`config.mk`:
```
export PLATFORM = sky130hd
export DESIGN_NAME = seg7_scan_ctrl
export DESIGN_NICKNAME = d
export VERILOG_FILES = /design/src/rtl/seg7_scan_ctrl.sv
export SDC_FILE = /design/constraint.sdc
export NUM_CORES = 1
export LEC_CHECK = 0
export ABC_AREA = 1
export CORE_ASPECT_RATIO = 1.2
export CORE_MARGIN = 3
export CORE_UTILIZATION = 59
export CTS_CLUSTER_DIAMETER = 150
export CTS_CLUSTER_SIZE = 25
export DETAILED_ROUTE_END_ITERATION = 16
export PLACE_DENSITY = 0.84
export SKIP_LAST_GASP = 1
export SYNTH_ARGS = -nofsm -noshare
export SYNTH_HDL_FRONTEND = slang
export SYNTH_SLANG_ARGS = --single-unit
```
`constraint.sdc`:
```
create_clock -name clk -period 6.05 [get_ports clk]
set_clock_uncertainty 0.05 [all_clocks]
set_input_delay 0.9075 -clock clk [delete_from_list [all_inputs] [get_ports clk]]
set_output_delay 0.9075 -clock clk [all_outputs]
set_load 0.005 [all_outputs]
```
`src/rtl/seg7_scan_ctrl.sv`:
```
// seg7_scan_ctrl: multiplexed 7-segment scanner feeding a 74HC595 driver with tear-free shadow loads.
// Optional leading-zero blanking is enabled by defining LEADING_ZERO_BLANK_EN.
module seg7_scan_ctrl #(
  parameter int NUM_DIGITS = 8,
  parameter int SCAN_DIV   = 50000
) (
  input  logic        clk,
  input  logic        rst,
  input  logic        disp_on,
  input  logic        load,
  input  logic [31:0] value,
  input  logic [7:0]  dp_mask,
  input  logic [7:0]  digit_en,
  output logic [15:0] hc_data,
  output logic        hc_en,
  output logic [2:0]  digit_idx,
  output logic        frame_done
);
  localparam int DW = $clog2(SCAN_DIV);
  localparam logic [127:0] SEG_LUT = {
    8'h8E, 8'h86, 8'hA1, 8'hC6, 8'h83, 8'h88, 8'h90, 8'h80,
    8'hF8, 8'h82, 8'h92, 8'h99, 8'hB0, 8'hA4, 8'hF9, 8'hC0};
  typedef enum logic {IDLE, SCAN} state_t;
  state_t r_state, w_state_nxt;
  logic [DW-1:0] r_div, w_div_nxt;
  logic [2:0]    r_idx, w_idx_nxt;
  logic [31:0]   r_act_val, r_pend_val, w_act_val;
  logic [7:0]    r_act_dp, r_act_en, r_pend_dp, r_pend_en, w_act_dp, w_act_en;
  logic          r_pend_valid, w_pend_valid_nxt;
  logic          w_last, w_wrap, w_commit, w_lz;
  logic [3:0]    w_nib;
  logic [7:0]    w_seg;
`ifdef LEADING_ZERO_BLANK_EN
  logic          w_z;
`endif
  always_comb begin
    w_last = r_div == DW'(SCAN_DIV - 1);
    w_wrap = r_state == SCAN && disp_on && w_last && r_idx == 3'(NUM_DIGITS - 1);
    w_commit = w_wrap || (r_state == IDLE && disp_on);
    w_state_nxt = disp_on ? SCAN : IDLE;
    w_div_nxt = (r_state == SCAN && disp_on && !w_last) ? r_div + 1'b1 : '0;
    w_idx_nxt = (r_state != SCAN || !disp_on || w_wrap) ? 3'd0 : w_last ? r_idx + 3'd1 : r_idx;
    // a load landing on the commit cycle bypasses pending so it is shown without a frame of delay
    w_act_val = !w_commit ? r_act_val : load ? value : r_pend_val;
    w_act_dp = !w_commit ? r_act_dp : load ? dp_mask : r_pend_dp;
    w_act_en = !w_commit ? r_act_en : load ? digit_en : r_pend_en;
    w_pend_valid_nxt = w_commit ? 1'b0 : load ? 1'b1 : r_pend_valid;
    w_nib = w_act_val[{w_idx_nxt, 2'b00} +: 4];
`ifdef LEADING_ZERO_BLANK_EN
    w_z = 1'b1;
    w_lz = 1'b0;
    for (int i = NUM_DIGITS - 1; i > 0; i--) begin
      w_z = w_z && (!w_act_en[i] || w_act_val[i*4 +: 4] == 4'd0);
      if (w_idx_nxt == 3'(i)) w_lz = w_z;
    end
`else
    w_lz = 1'b0;
`endif
    w_seg = !w_act_en[w_idx_nxt] ? 8'hFF :
            w_lz ? {~w_act_dp[w_idx_nxt], 7'h7F} :
            {~w_act_dp[w_idx_nxt], SEG_LUT[{w_nib, 3'b000} +: 7]};
  end
  always_ff @(posedge clk) begin
    if (rst) begin
      r_state      <= IDLE;
      r_div        <= '0;
      r_idx        <= '0;
      r_act_val    <= '0;
      r_act_dp     <= '0;
      r_act_en     <= '0;
      r_pend_val   <= '0;
      r_pend_dp    <= '0;
      r_pend_en    <= '0;
      r_pend_valid <= 1'b0;
      hc_data      <= 16'hFFFF;
      hc_en        <= 1'b0;
      frame_done   <= 1'b0;
    end else begin
      r_state      <= w_state_nxt;
      r_div        <= w_div_nxt;
      r_idx        <= w_idx_nxt;
      r_act_val    <= w_act_val;
      r_act_dp     <= w_act_dp;
      r_act_en     <= w_act_en;
      r_pend_valid <= w_pend_valid_nxt;
      if (load) begin
        r_pend_val <= value;
        r_pend_dp  <= dp_mask;
        r_pend_en  <= digit_en;
      end
      hc_data      <= w_state_nxt == SCAN ? {w_seg, ~(8'h01 << w_idx_nxt)} : 16'hFFFF;
      hc_en        <= w_state_nxt == SCAN;
      frame_done   <= w_wrap;
    end
  end
  assign digit_idx = r_idx;
endmodule

```
==> results.toml, run 1 <==
[status]
status = "finished, final reports clean"

[synth]
synth_cells = 743
netlist_area_mm2 = 0.005728
synth_most_common_cell = "nor2_1"
synth_top_area_cell = "dfxtp_1"
syn-mean-instance-area_um2 = 7.709
yosysWarnings = 0
ys_types = 34
synth-seq-cells = 133
synth.top_cell.area_share_pct = 46.48
synth-edff-count = 0
synth_flop_cell = "dfxtp_1"
syn_nets = 804
synth_common_cells = "nor2_1, nand2_1, dfxtp_1"
synthTopCellsByArea = "dfxtp_1, nor2_1, nand2_1"
seq_area_frac_synth_pct = 46.48
async_reset_ff_share_pct = 0

[cells_and_area]
drive_gt1_share_pct = 8.404
diodes = 0
nets = 869
final_cell_area_mm2 = 0.007079
area_growth_pct = 23.59

[setup_path]
path_max_fanout = 72
critPathTopFamily = "simple AND/OR/NAND/NOR gates"
crit_top_cell = "nand3_1"
crit_type = "in2reg"
cp-end-kind = "flip-flop"
crit_path_cell_trace = "clkdlybuf4s50_1 -> nand2_1 -> nor2_1 -> nand3_4 -> nand2_8 -> nand2_1 -> o21ai_0 -> nor2_1 -> nor2_1 -> nand3_1 -> nand2_1 -> inv_1 -> ha_1 -> inv_1 -> nand3_1 -> nand3_1 -> nand3_1"
crit_required_ps = 6400
crit_buf_inv = 3
slowest_stage = "clkdlybuf4s50_1"
cp.arrival_ps = 3800
slowest_delay_ps = 490
crit_path_start_kind = "primary input"

[sta]
drv_slew = 0
max_freq_ghz = 0.2899
hold_viol_final = 0
min_period_ps = 3450
setup_violations = 0
relSlewSlack_pct = 42.65
max_slew.worst_pin.slew_ps = 860.2
fin_crit_sh_pct = 57.03
rsz0062_at_grt = "false"
setup_tns_ps = 0

[die]
initial_core_util_pct = 61.78
core_mm2 = 0.009271
io_pins = 73
num_rows = 38
dieArea_mm2 = 0.01093
die_y_um = 113.9
die_x_um = 95.95

[global_routing]
grt_max_degree = 73
grt_usage_pct = 26.10
grt_pass1_wl_um = 22280
antenna_found_initial = 0
grt_pass1_vias = 4949
grt-ovfl-total = 0

[placement]
port_buffers = 72
place_area_mm2 = 0.006447
gp_congestion = 0.9437
dp_hpwl_um = 9000

[detailed_routing]
viasPerCell = 5.391
drtIter0Drc = 348
routed_wl_um = 13620
dr.pass1.iters = 7
wl_per_cell_um = 14.47
ant_nets = 0
drc = 0
via_count = 5073

[clock_tree]
clkLatencyLatePin_ps = 530
post_cts_resized = 0
root_buffer = "clkbuf_8"
cts-htree-levels = 4
cts_tree = "done"
clk_pin_slew_ps = 60
post-cts-setup-buffers = 0
clock_sinks = 133
cts.path.max_buffers = 2
numCtsBuffers = 17
hold_buffers = 0

[job]
cap_viol_max_count = 0

[pwr]
vdd_drop_max_mv = 0.2001
power.leakage_nw = 3.165
p_per_area_mw_per_mm2 = 316.5
power.total_w = 0.002240

[worst_hold_path]
hp-class = "reg2reg"
## cell type report
class,instances,area (um2)
flip-flops and latches,133,2663
well taps,120,150.1
clock inverters,11,172.7
fillers,672,2192
clock buffers,21,459.2
repair buffers,74,725.7
inverters,66,250.2
multi-input cells,516,2659
## cell usage in the layout (no fill, tap or decap), types with 5 or more instances in the layout
cell type | netlist | final
o21a_1 | 5 | 5
ha_1 | 9 | 9
nor2_1 | 158 | 158
inv_2 | 6 | 6
inv_1 | 59 | 59
a21oi_1 | 14 | 14
o21ai_0 | 42 | 42
mux2i_1 | 41 | 41
nand3_1 | 34 | 34
nand3b_1 | 15 | 15
clkdlybuf4s50_1 | 0 | 70
dfxtp_1 | 133 | 133
clkbuf_16 | 0 | 16
nand2_1 | 156 | 156
nor2_2 | 6 | 6
## flip-flops by register name, summed over array words and instances, names as in the netlist, 8 cells and up
| name | cells |
|---|---|
| r_pend_val | 32 |
| r_act_en | 8 |
| r_pend_en | 8 |
| r_div | 16 |
| r_act_dp | 8 |
| r_act_val | 32 |
| hc_data | 16 |
| r_pend_dp | 8 |
## per-stage QoR
| step | utilization [%] | worst slack [ps] | hold WS (ps) | cells |
|---|---|---|---|---|
| after CTS | 76.36 | 2626 | 407.5 | 941 |
| after floorplan | - | 3176 | 367.9 | 743 |
| final | 76.36 | 2600 | 411.4 | 941 |
| after global placement | 69.54 | 2267 | 373.7 | 909 |
| after detailed placement | 69.54 | 2169 | 399.3 | 909 |
| after global routing | 76.36 | 2256 | 429.4 | 941 |
## final timing paths
path | slack, ps | startpoint | endpoint | cells past startpoint
worst max-delay path | 2600 | disp_on | hc_data[8]$_SDFF_PP1_ | 17
worst min-delay path | 410 | r_div[0]$_SDFF_PP0_ | r_div[0]$_SDFF_PP0_ | 1
worst max register to register | 2760 | digit_idx[0]$_SDFF_PP0_ | hc_data[8]$_SDFF_PP1_ | 18
worst min register to register | 410 | r_div[0]$_SDFF_PP0_ | r_div[0]$_SDFF_PP0_ | 1
## where the power goes
group,leakage (nW),switching [W],internal [W]
Combinational,1.77,0.000131,0.0000937
Sequential,1.09,0.0000116,0.000922
Clock,0.297,0.000379,0.000703
## logic make-up after synthesis
family | Yosys count | synth area share [%]
flip-flops | 133 | 46.48
multiplexers | 41 | 7.165
buffers and inverters | 94 | 7.099
XOR/XNOR | 2 | 0.3059
adder cells (fa/ha/maj) | 9 | 1.966
AND/OR/NAND/NOR | 397 | 30.78
AO/OA/AOI/OAI | 67 | 6.204
## layer usage
layer / track usage, % / wire (um)
met1: 29.63 / 5513
met4: 13.28 / 482
met3: 6.266 / 738
met2: 44.90 / 6883
met5: 0 / 0
No activity file was read; power rests on OpenSTA's default activity.
==> run 2: changes to the inputs <==
--- a/config.mk
+++ b/config.mk
@@ -8,11 +8,11 @@
 export ABC_AREA = 1
 export CORE_ASPECT_RATIO = 1.2
 export CORE_MARGIN = 3
-export CORE_UTILIZATION = 59
+export CORE_UTILIZATION = 50
 export CTS_CLUSTER_DIAMETER = 150
 export CTS_CLUSTER_SIZE = 25
 export DETAILED_ROUTE_END_ITERATION = 16
-export PLACE_DENSITY = 0.84
+export PLACE_DENSITY = 0.76
 export SKIP_LAST_GASP = 1
 export SYNTH_ARGS = -nofsm -noshare
 export SYNTH_HDL_FRONTEND = slang
==> constraint.sdc (replaced) <==
create_clock -name clk -period 3.01 [get_ports clk]
set_clock_uncertainty 0.05 [all_clocks]
set_input_delay 0.4515 -clock clk [delete_from_list [all_inputs] [get_ports clk]]
set_output_delay 0.4515 -clock clk [all_outputs]
set_load 0.005 [all_outputs]
==> results.toml, run 2 (same netlist as run 1, synthesis figures left out) <==
[clock_tree]
cts.path.max_buffers = 2
root_buffer = "clkbuf_16"
clk_pin_slew_ps = 60
numCtsBuffers = 17
hold_buffers = 0
cts-htree-levels = 4
cts_tree = "done"
clock_sinks = 133
clkLatencyLatePin_ps = 420

[cells_and_area]
drive_gt1_share_pct = 10.95
diodes = 0
reg.largest.list = "r_act_val (32), r_pend_val (32)"
area_growth_pct = 27.50
layout_commonest_cell = "nor2_1"
layout_common_cells = "nor2_1, nand2_1, dfxtp_1, clkdlybuf4s50_1, inv_1"
nets = 888

[global_routing]
grt-ovfl-total = 0
antenna_found_initial = 0
grt_pass1_wl_um = 21570
grt_pass1_vias = 4743
grt_max_degree = 100
grt_usage_pct = 20.83

[sta]
min_period_ps = 2758
max_slew.worst_pin.slew_ps = 1001
setup_violations = 0
max_freq_ghz = 0.3625
fin_crit_sh_pct = 91.64
fin_hold_ws_ps = 242.0
hold_viol_final = 0
relSlewSlack_pct = 33.26
drv_slew = 0
fin_ws_ps = 251.7

[pwr]
power.leakage_nw = 3.263
power.total_w = 0.004514
p_per_area_mw_per_mm2 = 618.1
vdd_drop_max_mv = 0.4211

[setup_path]
crit_type = "reg2reg"
critPathCapture = "hc_data[8]$_SDFF_PP1_"
crit_required_ps = 3260
reg2regPathDepth = 16
reg2reg_to = "hc_data[8]$_SDFF_PP1_"
r2r_slack_ps = 250
slowest_delay_ps = 350
crit_path_start_kind = "flip-flop"
path_max_fanout = 16
critPathTopFamily = "simple AND/OR/NAND/NOR gates"
path_depth = 16
crit_path_cell_trace = "ha_1 -> nand3_2 -> nor2_4 -> nand3_4 -> buf_6 -> nand3b_1 -> nand2_1 -> nor2_1 -> nor2_1 -> nand3_1 -> nand2_1 -> buf_4 -> ha_1 -> nand3b_1 -> nand3_1 -> nand3_1"
crit_top_cell = "nand3_1"
cp.arrival_ps = 3010
cp-end-kind = "flip-flop"
r2r_start = "r_div[0]$_SDFF_PP0_"
crit_buf_inv = 2
crit_path_start = "r_div[0]$_SDFF_PP0_"
slowest_stage = "dfxtp_1"

[placement]
gp_congestion = 0.8948
post-place-ws_ps = -45.43
dp_hpwl_um = 8937
port_buffers = 72

[detailed_routing]
via_count = 5001
drc = 0
routed_wl_um = 13120
dr.pass1.iters = 5
drtIter0Drc = 356
viasPerCell = 5.031
ant_nets = 0
wl_per_cell_um = 13.20

[die]
io_pins = 73
core_mm2 = 0.01109
initial_core_util_pct = 51.66
die_y_um = 123.2
num_rows = 42
dieArea_mm2 = 0.01278
die_x_um = 103.7

[worst_hold_path]
hp-class = "in2reg"

[job]
cap_viol_max_count = 0

[status]
status = "finished, final reports clean"
-- run 2: cell count changes in the layout (fill, tap and decap cells not counted), moves of 2 or more --
cell	previous run	this run
clkinv_4	1	3
nand2_4	2	5
clkbuf_8	4	0
dfxtp_2	0	2
buf_4	2	17
dfxtp_1	133	131
-- run 2: layer usage --
| metal | GRT usage, % | vias up | share of wire [%] |
|---|---|---|---|
| met5 | 0 | - | 0 |
| met4 | 7.897 | 0 | 1.7 |
| met3 | 5.274 | 29 | 5.3 |
| met2 | 37.32 | 164 | 50 |
| met1 | 24.23 | 2287 | 43 |
| li1 | - | 2521 | - |
-- run 2: repair_timing --
action                                 CTS  global route
resized for setup                        0             6
endpoints found under the hold margin    0             0
setup buffers                            0             2
setup endpoints to repair                0             5
-- run 2: worst min path at each step --
stage / startpoint / to / slack [ps] / cells past startpoint
after floorplan: r_div[0]$_SDFF_PP0_ / r_div[0]$_SDFF_PP0_ / 370 / 1
after global placement: r_div[0]$_SDFF_PP0_ / r_div[0]$_SDFF_PP0_ / 380 / 1
after detailed placement: r_div[0]$_SDFF_PP0_ / r_div[0]$_SDFF_PP0_ / 400 / 1
after CTS: rst / r_state$_SDFF_PP0_ / 220 / 2
after global routing: rst / r_state$_SDFF_PP0_ / 250 / 2
final: rst / r_state$_SDFF_PP0_ / 240 / 2
-- run 2: where the power goes --
group	switching, W	internal, W	total [W]
registers	0.0000229	0.00185	0.00188
clock network	0.000786	0.00139	0.00218
logic	0.000262	0.000201	0.000463
-- run 2: layout make-up --
cell class	count	area, um2
fill	941	3785
multi-input combinational	518	2696
sequential	133	2665
timing repair buffer	91	869.6
clock buffer	17	425.4
inverter	66	250.2
clock inverter	15	203.9
tap	154	192.7
-- run 2: stage by stage --
step	setup TNS [ps]	utilization (%)	instance area (um2)	cells
4_1_cts	0	65.34	7244	990
3_3_place_gp	0	59.66	6615	958
2_1_floorplan	0	-	5728	743
6_report	0	65.87	7303	994
3_5_place_dp	-126.4	59.66	6615	958
5_1_grt	-4.705	65.87	7303	994
-- run 2: worst register-to-register path, cell delays in order (launching register included) --
cell	delay, ps
dfxtp_1	350
ha_1	220
nand3_2	150
nor2_4	200
nand3_4	190
buf_6	220
nand3b_1	90
nand2_1	70
nor2_1	120
nor2_1	70
nand3_1	80
nand2_1	110
buf_4	170
ha_1	200
nand3b_1	180
nand3_1	110
nand3_1	60
